--- src/rtl/rowbias_gen_pkg.sv ---
// Shared grid constants, FSM state encoding and LFSR parameters for the row-bias generator.
package rowbias_gen_pkg;

    localparam int unsigned GRID_N = 9;
    localparam int unsigned LFSR_W = 16;
    localparam logic [LFSR_W-1:0] LFSR_TAPS = 16'hB400;

    typedef enum logic [1:0] {
        ST_IDLE,
        ST_SHUFFLE,
        ST_DONE
    } state_e;

    // Remainder via shifted conditional subtraction; draws only from the low byte of the LFSR word.
    function automatic logic [7:0] mod_sub(input logic [LFSR_W-1:0] word, input logic [7:0] d);
        logic [15:0] r;
        logic [15:0] ds;
        r = {8'h00, word[7:0]};
        for (int unsigned s = 0; s < 8; s++) begin
            ds = {8'h00, d} << (7 - s);
            if (ds != '0 && r >= ds) begin
                r = r - ds;
            end
        end
        return r[7:0];
    endfunction

endpackage

--- src/rtl/rowbias_gen_lfsr16.sv ---
// 16-bit Galois LFSR with synchronous load and step enable.
module lfsr16
    import rowbias_gen_pkg::*;
#(
    parameter logic [LFSR_W-1:0] SEED = 16'hACE1
) (
    input  logic              clk_i,
    input  logic              rst_ni,
    input  logic              load_i,
    input  logic [LFSR_W-1:0] load_value_i,
    input  logic              step_i,
    output logic [LFSR_W-1:0] value_o
);

    logic [LFSR_W-1:0] value_q;
    logic [LFSR_W-1:0] value_d;

    always_comb begin
        value_d = value_q;
        if (load_i) begin
            value_d = load_value_i;
        end else if (step_i) begin
            value_d = {1'b0, value_q[LFSR_W-1:1]} ^ (value_q[0] ? LFSR_TAPS : '0);
        end
    end

    always_ff @(posedge clk_i or negedge rst_ni) begin
        if (!rst_ni) begin
            value_q <= SEED;
        end else begin
            value_q <= value_d;
        end
    end

    assign value_o = value_q;

endmodule

--- src/rtl/rowbias_gen.sv ---
// Row-bias generator: holds a 1-hot permutation table, reshuffles it with a Fisher-Yates
// walk driven by an LFSR, and answers 1-hot index lookups from the tile.
module rowbias_gen
    import rowbias_gen_pkg::*;
#(
    parameter int unsigned       GRID_LEN  = GRID_N,
    parameter logic [LFSR_W-1:0] LFSR_SEED = 16'hACE1
) (
    input  logic                clk_i,
    input  logic                rst_ni,
    input  logic                shuffle_i,
    input  logic [LFSR_W-1:0]   seed_i,
    output logic                ready_o,
    input  logic [GRID_LEN:0]   rqindex_i,
    input  logic                updaterowbias_i,
    output logic [GRID_LEN-1:0] rowbias_o,
    output logic                err_o
);

    localparam int unsigned IDX_W = $clog2(GRID_LEN);

    state_e              state_q, state_d;
    logic [IDX_W-1:0]    idx_q, idx_d;
    logic [GRID_LEN-1:0] perm_q [GRID_LEN];
    logic [GRID_LEN-1:0] perm_d [GRID_LEN];
    logic [GRID_LEN-1:0] rowbias_q, rowbias_d;
    logic                err_q, err_d;

    logic                lfsr_load;
    logic                lfsr_step;
    logic [LFSR_W-1:0]   lfsr_value;
    logic [7:0]          j8;
    logic [IDX_W-1:0]    j_idx;
    logic                rq_onehot;
    logic [GRID_LEN-1:0] lookup_val;

    lfsr16 #(
        .SEED(LFSR_SEED)
    ) u_lfsr (
        .clk_i        (clk_i),
        .rst_ni       (rst_ni),
        .load_i       (lfsr_load),
        .load_value_i (seed_i),
        .step_i       (lfsr_step),
        .value_o      (lfsr_value)
    );

    assign j8    = mod_sub(lfsr_value, 8'(idx_q) + 8'd1);
    assign j_idx = j8[IDX_W-1:0];

    // The sentinel bit never selects an entry, so a lone MSB yields an all-zero lookup.
    always_comb begin
        rq_onehot  = ($countones(rqindex_i) == 1);
        lookup_val = '0;
        for (int unsigned k = 0; k < GRID_LEN; k++) begin
            if (rqindex_i[k]) begin
                lookup_val = lookup_val | perm_q[k];
            end
        end
    end

    always_comb begin
        state_d   = state_q;
        idx_d     = idx_q;
        perm_d    = perm_q;
        rowbias_d = rowbias_q;
        err_d     = err_q;
        lfsr_load = 1'b0;
        lfsr_step = 1'b0;
        case (state_q)
            ST_IDLE: begin
                if (updaterowbias_i) begin
                    if (rq_onehot) begin
                        rowbias_d = lookup_val;
                    end else begin
                        rowbias_d = '0;
                        err_d     = 1'b1;
                    end
                end
                if (shuffle_i) begin
                    state_d   = ST_SHUFFLE;
                    idx_d     = IDX_W'(GRID_LEN - 1);
                    lfsr_load = (seed_i != '0);
                end
            end
            ST_SHUFFLE: begin
                perm_d[idx_q] = perm_q[j_idx];
                perm_d[j_idx] = perm_q[idx_q];
                idx_d         = idx_q - 1'b1;
                lfsr_step     = 1'b1;
                if (idx_q == IDX_W'(1)) begin
                    state_d = ST_DONE;
                end
            end
            ST_DONE: begin
                state_d = ST_IDLE;
            end
            default: begin
                state_d = ST_IDLE;
            end
        endcase
    end

    always_ff @(posedge clk_i or negedge rst_ni) begin
        if (!rst_ni) begin
            state_q   <= ST_IDLE;
            idx_q     <= '0;
            rowbias_q <= '0;
            err_q     <= 1'b0;
            for (int unsigned k = 0; k < GRID_LEN; k++) begin
                perm_q[k] <= GRID_LEN'(1) << k;
            end
        end else begin
            state_q   <= state_d;
            idx_q     <= idx_d;
            rowbias_q <= rowbias_d;
            err_q     <= err_d;
            perm_q    <= perm_d;
        end
    end

    assign ready_o   = (state_q == ST_IDLE);
    assign rowbias_o = rowbias_q;
    assign err_o     = err_q;

endmodule

--- config.mk ---
export PLATFORM = sky130hd
export DESIGN_NAME = rowbias_gen
export DESIGN_NICKNAME = d
export VERILOG_FILES = /design/src/rtl/rowbias_gen_pkg.sv /design/src/rtl/rowbias_gen_lfsr16.sv /design/src/rtl/rowbias_gen.sv
export SDC_FILE = /design/constraint.sdc
export NUM_CORES = 1
export LEC_CHECK = 0
export BUFFER_PORTS_ARGS = -buffer_cell sky130_fd_sc_hd__buf_2
export CAP_MARGIN = 20
export CORE_MARGIN = 3
export CORE_UTILIZATION = 30
export DETAILED_ROUTE_END_ITERATION = 10
export PLACE_DENSITY = 0.56
export SYNTH_ARGS = -nofsm -noshare
export SYNTH_HDL_FRONTEND = slang
export SYNTH_SLANG_ARGS = --single-unit
--- constraint.sdc ---
create_clock -name clk_i -period 18.4 [get_ports clk_i]
set_clock_uncertainty 0.1 [all_clocks]
set_input_delay 0 -clock clk_i [delete_from_list [all_inputs] [get_ports clk_i]]
set_output_delay 0 -clock clk_i [all_outputs]
set_load 0.1 [all_outputs]
== Word level (Yosys, flattened, before mapping) ==
Index checks and enable logic that the tools add are counted.

* Output and inout bits: 11
* Bits in registers: 113
* Bits of input ports: 30
* Logic and storage cells: 122

* Reduce and logical (&&, ||, !) cells: 19
* Bitwise gates (word level): 12
* Add/subtract/negate cells: 19
* Multiplexer cells: 41
* Equal/unequal tests: 5
* Magnitude comparators: 12

{| class="wikitable"
|+ Operator list
! kind !! number
|-
| bitwise mux 81 bit || 2
|-
| 2-to-1 mux 16 bit || 10
|-
| 2-to-1 mux 9 bit || 16
|-
| binary-select mux 9 bit (select 4 bit) || 2
|-
| demux 9 bit (select 4 bit) || 2
|-
| bitwise OR 9 bit || 8
|-
| nonzero test 16 bit || 2
|-
| greater-or-equal comparator 16 x 10 -> 1 bit || 1
|-
| greater-or-equal comparator 16 x 11 -> 1 bit || 1
|-
| greater-or-equal comparator 16 x 5 -> 1 bit || 1
|-
| greater-or-equal comparator 16 x 6 -> 1 bit || 1
|-
| greater-or-equal comparator 16 x 7 -> 1 bit || 1
|-
| greater-or-equal comparator 16 x 8 -> 1 bit || 1
|-
| greater-or-equal comparator 16 x 9 -> 1 bit || 1
|-
| subtractor 16 x 10 -> 16 bit || 1
|-
| subtractor 16 x 11 -> 16 bit || 1
|-
| subtractor 16 x 6 -> 16 bit || 1
|-
| subtractor 16 x 7 -> 16 bit || 1
|-
| subtractor 16 x 8 -> 16 bit || 1
|-
| subtractor 16 x 9 -> 16 bit || 1
|-
| XOR 15 x 16 -> 16 bit || 1
|-
| subtractor 8 x 12 -> 13 bit || 1
|-
| greater-or-equal comparator 8 x 12 -> 1 bit || 1
|-
| adder 1 x 1 -> 2 bit || 5
|-
| 24 further kinds || 45
|}

== Depth between registers and ports, before layout ==
Gate-level depths: netlist (run 1).

* Word-level depth: 31
* Depth in mapped cells: 94
* Depth with buffers taken out: 85

== Modules after synthesis ==
A second synthesis (run 1) with hierarchy kept.

* Cell total of the unflattened synthesis: 1332
* Area total of the unflattened synthesis: 11591.1 sq um

{| class="wikitable"
|+ Modules (own cells, without submodules)
! module !! area an instance (sq um) !! times used !! cells each !! seq. area each (sq um)
|-
| rowbias_gen || 10786.6 || 1 || 1258 || 2438.6
|-
| lfsr16 || 804.5 || 1 || 74 || 410.4
|}

== Least setup slack after synthesis (run 1) ==
No wires, ideal clock.

* Path type: reg2reg
* Start point: register idx_q[0]
* End point: register perm_q[35] (netlist bit)
* Cell stages (with the launch flop): 90
* Setup time: 0.143 ns
* Path buffers: 8
* Path slack: -1.853 ns
* Arrival: 20.010 ns
* Period minus slack after synthesis: 20.253 ns
* Data required time: 18.157 ns
* Cell sequence: dfrtp_1 buf_2 buf_1 inv_1 ha_1 inv_1 ha_1 clkbuf_1 nor4b_1 nand4_1 a211o_1 buf_2 inv_2 ha_1 nor2b_1 a41o_1 a21oi_2 nand3_2 [54 not listed] or3_1 a31oi_1 a211oi_2 nor2_2 a21oi_1 a21oi_1 inv_1 fa_1 nand2_1 o21ai_1 a211oi_4 o21ai_2 o31ai_4 buf_6 mux4_2 a222oi_1 buf_4 o221ai_1

* Cells in the longest elaborated chain, start to end: 31
* Elaborated cells on any way between the ends: 54
* Classes of those cells: 9 x add/sub; 12 x order compare; 20 x mux; 2 x bitwise; 11 x reduce/logical

{| class="wikitable"
|+ Ends and longest elaborated chain
! item !! RTL line !! source
|-
| from (decl) || rowbias_gen.sv:23 || <nowiki>logic [IDX_W-1:0] idx_q, idx_d;</nowiki>
|-
| from (signal assigned) || rowbias_gen.sv:115 || <nowiki>idx_q <= idx_d;</nowiki>
|-
| adder 4 x 1 -> 5 bit || rowbias_gen.sv:48 || <nowiki>assign j8 = mod_sub(lfsr_value, 8'(idx_q) + 8'd1);</nowiki>
|-
| greater-or-equal comparator 8 x 12 -> 1 bit / nonzero test 16 bit (equally long branches) || rowbias_gen_pkg.sv:21 || <nowiki>if (ds != '0 && r >= ds) begin</nowiki>
|-
| logical AND 1 bit || rowbias_gen_pkg.sv:21 ||
|-
| 2-to-1 mux 16 bit || rowbias_gen_pkg.sv:21 ||
|-
| greater-or-equal comparator 16 x 11 -> 1 bit || rowbias_gen_pkg.sv:21 ||
|-
| logical AND 1 bit || rowbias_gen_pkg.sv:21 ||
|-
| 2-to-1 mux 16 bit || rowbias_gen_pkg.sv:21 ||
|-
| greater-or-equal comparator 16 x 10 -> 1 bit || rowbias_gen_pkg.sv:21 ||
|-
| [15 not listed] || n/a ||
|-
| logical AND 1 bit || rowbias_gen_pkg.sv:21 ||
|-
| 2-to-1 mux 4 bit || rowbias_gen_pkg.sv:21 ||
|-
| inverter 4 -> 5 bit (implied by the code) || rowbias_gen.sv:87, rowbias_gen.sv:88 ||
|-
| greater-or-equal comparator 5 bit (implied by the code), or another cell as far along || rowbias_gen.sv:88 || <nowiki>perm_d[j_idx] = perm_q[idx_q];</nowiki>
|-
| logical AND 1 bit (implied by the code) / 2-to-1 mux 9 bit (equally long branches) || rowbias_gen.sv:88, rowbias_gen.sv:87 ||
|-
| 2-to-1 mux 9 bit (on tied branches) || rowbias_gen.sv:88, rowbias_gen.sv:87 ||
|-
| demux 9 bit (select 4 bit) / bitwise mux 81 bit (equally long branches) || rowbias_gen.sv:88, rowbias_gen.sv:87 ||
|-
| bitwise mux 81 bit (*) || rowbias_gen.sv:88 ||
|-
| to (signal, indexed assignment) || rowbias_gen.sv:111 || <nowiki>perm_q[k] <= GRID_LEN'(1) << k;</nowiki>
|-
| to (signal assigned) || rowbias_gen.sv:118 || <nowiki>perm_q <= perm_d;</nowiki>
|-
| to (decl) || rowbias_gen.sv:24 || <nowiki>logic [GRID_LEN-1:0] perm_q [GRID_LEN];</nowiki>
|}

Mark *: on every way between the ends. The rest lies on a longest branch, timed or not. The select of a mux whose other input is x is not followed.
A chain may end at the register's enable or synchronous reset.

== Final worst setup path (run 1) ==
* Start point: register idx_q[0]
* End point: register perm_q[36] (netlist bit)

Same word-level chain as after synthesis.

==> results, run 1 <==
- The flow ran to the end, and the final reports show no timing, DRC or antenna violations.
- The library cell used most frequently in the layout, excluding fill and tap cells, is sky130_fd_sc_hd__nand2_1.
- In the final routed layout, each cell accounts on average for 23.06 microns.
- The worst reg2reg path depth is 85.
- The internal reg-to-reg setup slack is 0.53 ns.
- The met3 usage in global routing is 0.04747.
- The cell type of the slowest stage on the worst timing path is sky130_fd_sc_hd__or4_4.
- The global-route wire length before repair is 66330 microns.
- TritonCTS built the clock tree.
- The total nets after synthesis is 1344.
- The number of antenna violations at the first check in global routing is 0.
- For this run, the number of Yosys warnings is 0.
- For this run, the top clock speed supported by timing is 0.05595 GHz.
- The worst max-slew margin expressed relative to the limit is 0.3716.
- The latest clock arrival within the worst-skew pair is 0.44 ns.
- The kind of end point of the critical path is a register.
- The proportion of layout cells with a drive suffix above 1 is 0.2706.
- Measured along the y axis, the die boundary spans 198.2 microns.
- The width of the die is 198.2 microns.
- In this run the most used layer during global routing was met2.
- Excluding fillers, the count of instances in the completed layout stands at 1880.
- For this run, global-route usage on met2 was measured as 0.3376.
- Before CTS, the worst setup slack after placement is -0.5178 ns.
- The number of DRC markers after the initial detailed-route iteration is 1394.
- The critical path data arrival time is 18.07 ns.
- The final routed wirelength across all metal layers is 43350 microns.
- Counting flops with a built-in enable in the synthesized netlist gives 0.
- The fraction of the cycle the final worst path needs is 0.9713.
- The fraction of synthesis flops using an asynchronous set or reset pin is 1.000.
- Summing every instance area after synthesis gives 0.01109 sq mm.
- The library cells used most frequently in the layout, excluding fill and tap cells, are sky130_fd_sc_hd__nand2_1, sky130_fd_sc_hd__buf_4, sky130_fd_sc_hd__dfrtp_1, sky130_fd_sc_hd__o221ai_1, sky130_fd_sc_hd__o21ai_0.
- The final weighted congestion in routability-driven placement is 0.9354.
- The number of max-capacitance violations reported is 0.
- The type of the worst setup path is register to register.
- The number of global-route vias before repair is 11.14k.
- The sequential share of the synthesized area is 0.2570.
- The floorplan has 69 rows.
- Global routing finished with a remaining overflow of 0.
- The worst hold path was traced through 4 stages.
- The post-synthesis register bit count is 113.
- After detailed routing, the number of remaining DRC violations is 0.
- Counting every sink on the clock net gives 113.
- Once detailed placement completed, the half-perimeter wirelength came to 29390 microns.
- The maximum number of buffers from clock root to sink is 2.
- The tightest hold path in the finished design has a slack of 0.08322 ns.
- In this design, the critical path's most frequently occurring cell is sky130_fd_sc_hd__ha_1.
- The area of the core is 0.03600 sq mm.
- The number of I/O port buffers is 40.
- Detailed routing inserted a total of 11.85k vias.
- The number of hold violations in the final report is 0.
- Setup violations remaining at the end of the flow were counted as 0.
- The pin count of the biggest net entering global routing is 65.
- Dividing the detail-routed via count by the number of cells gives 6.302.
- The first detailed-routing pass took 7 iterations.
- The area overhead of the layout relative to synthesis is 25.07%.
- The total clock buffers created by CTS is 17.
- The post-synthesis average cell area is 8.798 sq um.
- 0 antenna diodes ended up in the layout.
- The register clock-pin slew on the reported worst setup and hold paths is 0.06 ns.
- Yosys mapped the design onto 106 distinct sky130hd cell types.
- The maximum fanout along the worst path is 7.
- The global-route usage over all layers is 0.2161.
- The worst path meets setup with 0.5282 ns of slack.
- For this run, global-route usage on met1 was measured as 0.2889.
- The die covers 0.03930 sq mm.
- The delay contributed by the slowest stage of the critical path is 0.57 ns.
- The remaining number of nets flagged by the antenna check after routing is 0.
- The core occupancy in the finished layout is 0.3851.
- For this run, the leading register cell type out of synthesis is sky130_fd_sc_hd__dfrtp_1.
- The kind of path behind the tightest hold check is primary input to register.
- The maximum level of the CTS H-tree is 4.
- The post-synthesis instance total is 1260.
- After detailed placement, the design holds a cell count of 1770.
- The actual transition at the worst max-transition pin is 0.9327 ns.
- The number of ports placed on the die boundary is 41.
- The effective utilization at floorplan is 0.3079.
- The net count of the finished layout is 1490.
- The cell at the root of the clock tree is sky130_fd_sc_hd__clkbuf_16.
- The routed design could run at a clock period as short as 17.87 ns.
- The number of max-slew violations in the final report came to 0.
- The startpoint class of the critical path is a register.
- The critical path data required time is 18.60 ns.
-- final timing paths --
| path | from | to |
|---|---|---|
| hold / removal | updaterowbias_i | rowbias_o[5]$_DFFE_PN0P_ |
| min in group asynchronous | rst_ni | rowbias_o[0]$_DFFE_PN0P_ |
| setup / recovery | idx_q[0]$_DFFE_PN0P_ | perm_q[36]$_DFFE_PN0P_ |
| hold reg to reg | u_lfsr.value_o[11]$_DFFE_PN1P_ | u_lfsr.value_o[11]$_DFFE_PN1P_ |
| max in group asynchronous | rst_ni | idx_q[0]$_DFFE_PN0P_ |
| setup reg to reg | idx_q[0]$_DFFE_PN0P_ | perm_q[36]$_DFFE_PN0P_ |
-- cells by family after synthesis --
| family | share of synthesized area |
|---|---|
| buffers and inverters | 0.04921 |
| AO/OA/AOI/OAI | 0.3152 |
| multiplexers | 0.08476 |
| XOR/XNOR | 0.02720 |
| adder cells (fa/ha/maj) | 0.07065 |
| AND/OR/NAND/NOR | 0.1959 |
| flip-flops | 0.2570 |
-- routing by layer --
| layer | part of all wire | wire length (microns) |
|---|---|---|
| met1 | 0.42 | 18020 |
| met2 | 0.46 | 19840 |
| met3 | 0.085 | 3683 |
| met4 | 0.042 | 1809 |
| met5 | 0 | 0 |
-- synth_stat cells, types with 22 or more instances --
cell type / count / share of area
sky130_fd_sc_hd__nand2_1: 166 / 0.056
sky130_fd_sc_hd__dfrtp_1: 96 / 0.22
sky130_fd_sc_hd__o21ai_0: 81 / 0.037
sky130_fd_sc_hd__o221ai_1: 77 / 0.061
sky130_fd_sc_hd__nor2_1: 59 / 0.020
sky130_fd_sc_hd__nand3_1: 58 / 0.026
sky130_fd_sc_hd__inv_1: 51 / 0.017
sky130_fd_sc_hd__a21oi_1: 41 / 0.019
sky130_fd_sc_hd__ha_1: 41 / 0.046
sky130_fd_sc_hd__clkbuf_1: 39 / 0.013
sky130_fd_sc_hd__mux4_2: 27 / 0.055
sky130_fd_sc_hd__mux2i_1: 23 / 0.021
sky130_fd_sc_hd__nor3_1: 23 / 0.010
sky130_fd_sc_hd__a22oi_1: 22 / 0.015
sky130_fd_sc_hd__xnor2_1: 22 / 0.017
-- stage by stage --
| step | instance area [sq um] | TNS (ns) |
|---|---|---|
| finish | 13860 | 0 |
| global route | 13860 | -18.97 |
| CTS | 13250 | 0 |
| detailed placement | 12290 | -30.64 |
| global placement | 12290 | -3.629 |
| floorplan | 11250 | 0 |
-- sequential cells by signal, indices dropped and copies added, names as in the netlist --
register        count
u_lfsr.value_o     16
idx_q               4
perm_q             81
rowbias_o           9
err_o               1
state_q             2
-- worst max-delay path, delay by kind of cell (launching register included) --
family	cells	cell delay, ns
adder cells (fa/ha/maj)	9	2.34
multiplexers	6	1.89
AND/OR/NAND/NOR	20	4.45
AO/OA/AOI/OAI	37	6.93
flip-flops	1	0.41
buffers and inverters	13	1.56
-- final cells by class --
| class | count | area (sq um) |
|---|---|---|
| Clock inverter | 13 | 137.6 |
| Multi-Input combinational cell | 1022 | 8140 |
| Clock buffer | 19 | 442.9 |
| Timing Repair Buffer | 198 | 1504 |
| Fill cell | 3527 | 22140 |
| Inverter | 54 | 212.7 |
| Tap cell | 461 | 576.8 |
| Sequential cell | 113 | 2850 |
-- what timing repair did --
action	CTS	global route
hold buffers	20	0
setup endpoints to repair	81	81
hold endpoints to repair	77	0
pin swaps	12	37
buffers inserted	17	40
gates cloned	0	0
resized for setup	8	66
Power of run 1 is not shown: default switching activity piles up to over one toggle a cycle in this logic, so the estimate is an artifact.
==> inputs of run 2 (changes only) <==
REMOVE_ABC_BUFFERS = 1   (was unset)
SKIP_CTS_REPAIR_TIMING = 1   (was unset)
==> run 2 against run 1 <==
Net effect: the run now ends with hold timing left; final area shrank 2.5%; via count decreased by 0.35%; cell count decreased by 1.1%; global-route usage shrank 0.19 points; largest cell class unchanged.
==> results, run 2 (synthesized netlist as in run 1, its figures left out) <==
- The routed length per instance is 23.26 microns (+0.85%).
- The total number of clock tree sinks was 113 (unchanged).
- The setup TNS was 0 ns (unchanged).
- The proportion of layout cells with a drive suffix above 1 is 0.2468 (-0.02383).
- The maximum fanout along the worst path is 9 (+2).
- From synthesis to final layout, the design area changed by 22.00%.
- The maximum level of the CTS H-tree is 4 (unchanged).
- The worst setup path is launched from a register.
- The global-route wire length before repair was 66110 microns (-0.33%).
- The number of nets at the end of the flow is 1469 (-1.4%).
- The flip-flop count of the largest register, all copies and words added was 81 (unchanged).
- The antenna diode count came to 0 (unchanged).
- The design area is 0.01352 sq mm (-2.5%).
- The number of DRC markers after the initial detailed-route iteration is 1397 (+0.22%).
- The first-pass iteration count of the detailed router came to 6 (-1).
- Among all stages on the critical path, the largest delay is contributed by sky130_fd_sc_hd__or4_4.
- The number of global-route vias before repair was 11.22k (+0.74%).
- The width of the die came to 198.2 microns (unchanged).
- The area of the core is 0.03600 sq mm (unchanged).
- The most common cell after layout, fill and taps aside is sky130_fd_sc_hd__nand2_1.
- The fmax came to 0.05740 GHz (+2.6%).
- Leaving out fill and tap cells, the most frequent cells in the layout are sky130_fd_sc_hd__nand2_1, sky130_fd_sc_hd__buf_4, sky130_fd_sc_hd__dfrtp_1, sky130_fd_sc_hd__o221ai_1, sky130_fd_sc_hd__o21ai_0.
- The final routed wirelength across all metal layers was 43230 microns (-0.27%).
- The final reports fail on hold timing.
- The number of antenna violations at the first check in global routing came to 0 (unchanged).
- The number of ports placed on the die boundary is 41 (unchanged).
- Counting flops per register, the top entry is perm_q.
- The cell at the root of the clock tree is sky130_fd_sc_hd__clkbuf_16.
- The critical path data arrival time is 17.59 ns (-0.48 ns).
- The remaining number of nets flagged by the antenna check after routing is 0 (unchanged).
- The latest clock arrival within the worst-skew pair was 0.43 ns (about the same).
- The global-route usage over all layers was 0.2142 (-0.001931).
- The time the worst path needs with I/O delays and setup came to 17.42 ns (-0.4517 ns).
- The number of max-slew violations in the final report is 0 (unchanged).
- The estimated wirelength of the detail-placed design is 29330 microns (-0.18%).
- The maximum number of buffers from clock root to sink is 2 (unchanged).
- The final weighted congestion in routability-driven placement is 0.9394 (+0.43%).
- STA classifies the critical path endpoint as a register.
- The number of max-capacitance violations reported is 0 (unchanged).
- The actual transition at the worst max-transition pin was 1.134 ns (+0.2011 ns).
- The average via count per standard cell came to 6.351 (+0.77%).
- The number of hold violations in the final report is 2 (+2).
- The most used cell along the critical path is sky130_fd_sc_hd__ha_1.
- The kind of path behind the tightest hold check is primary input to register.
- The hold slack is -0.02906 ns (-0.1123 ns).
- The total setup violations reported at the end of the flow is 0 (unchanged).
- The pin count of the biggest net entering global routing was 61 (-6.2%).
- The fraction of the cycle the final worst path needs is 0.9467 (-0.02455).
- The number of I/O port buffers is 40 (unchanged).
- The remaining design rule violation count is 0 (unchanged).
- The clock tree from TritonCTS is yes.
- The effective utilization at floorplan is 0.3079 (unchanged).
- The vertical extent of the die was 198.2 microns (unchanged).
- The total clock buffers created by CTS is 17 (unchanged).
- The register clock-pin slew on the reported worst setup and hold paths is 0.06 ns (about the same).
- The delay contributed by the slowest stage of the critical path is 0.53 ns (-0.04 ns).
- The area of the die is 0.03930 sq mm (unchanged).
- The critical path data required time was 18.57 ns (-0.03 ns).
- The worst max-slew margin expressed relative to the limit came to 0.2425 (-0.1291).
- The number of placement rows came to 69 (unchanged).
- The final global-route overflow total is 0 (unchanged).
- The run finished, with violations left.
- The via count of the routed design is 11.81k (-0.35%).
- The critical path is of the register to register type.
- The post-detailed-placement cell area is 0.01219 sq mm (-0.83%).
## run 2: metal layers
metal,wire length [microns],GRT usage,vias to the layer above
met2,19840,0.3376,661
met5,0,0,-
met3,3660,0.04764,146
met1,17920,0.2851,5753
li1,-,-,5246
met4,1816,0.08702,0
## run 2: area by class of cell
cell class,instances,area [sq um]
Fill cell,3556,22480
Multi-Input combinational cell,1022,7944
Sequential cell,113,2849
Timing Repair Buffer,177,1374
Tap cell,461,576.8
Clock buffer,22,474.2
Inverter,54,202.7
Clock inverter,10,103.9
## run 2: path summary, 6_finish.rpt
kind,slack (ns),cells past startpoint,startpoint,endpoint
max,0.98,84,idx_q[0]$_DFFE_PN0P_,perm_q[70]$_DFFE_PN0P_
max in group asynchronous,16.85,3,rst_ni,u_lfsr.value_o[1]$_DFFE_PN0P_
min in group asynchronous,0.10,2,rst_ni,rowbias_o[1]$_DFFE_PN0P_
max reg2reg,0.98,84,idx_q[0]$_DFFE_PN0P_,perm_q[70]$_DFFE_PN0P_
min,-0.03,4,shuffle_i,idx_q[1]$_DFFE_PN0P_
min reg2reg,0.37,1,err_o$_DFFE_PN0P_,err_o$_DFFE_PN0P_
## run 2: per-stage QoR
step	setup slack (ns)	util	std cells
6_report	0.9799	0.3757	1859
5_1_grt	-0.04764	0.3757	1859
4_1_cts	-0.6550	0.3546	1809
3_5_place_dp	-0.5345	0.3385	1777
3_3_place_gp	-0.2619	0.3385	1777
2_1_floorplan	-2.655	-	1189
## run 2: worst max-delay path, delay by kind of cell (launching register included)
kind	cells	cell delay (ns)
mux	4	1.36
simple gates	23	4.32
compound gates	36	7.45
flops	1	0.34
buf+inv	12	1.29
fa+ha+maj	9	2.42
Power of run 2 is left out for the same reason.
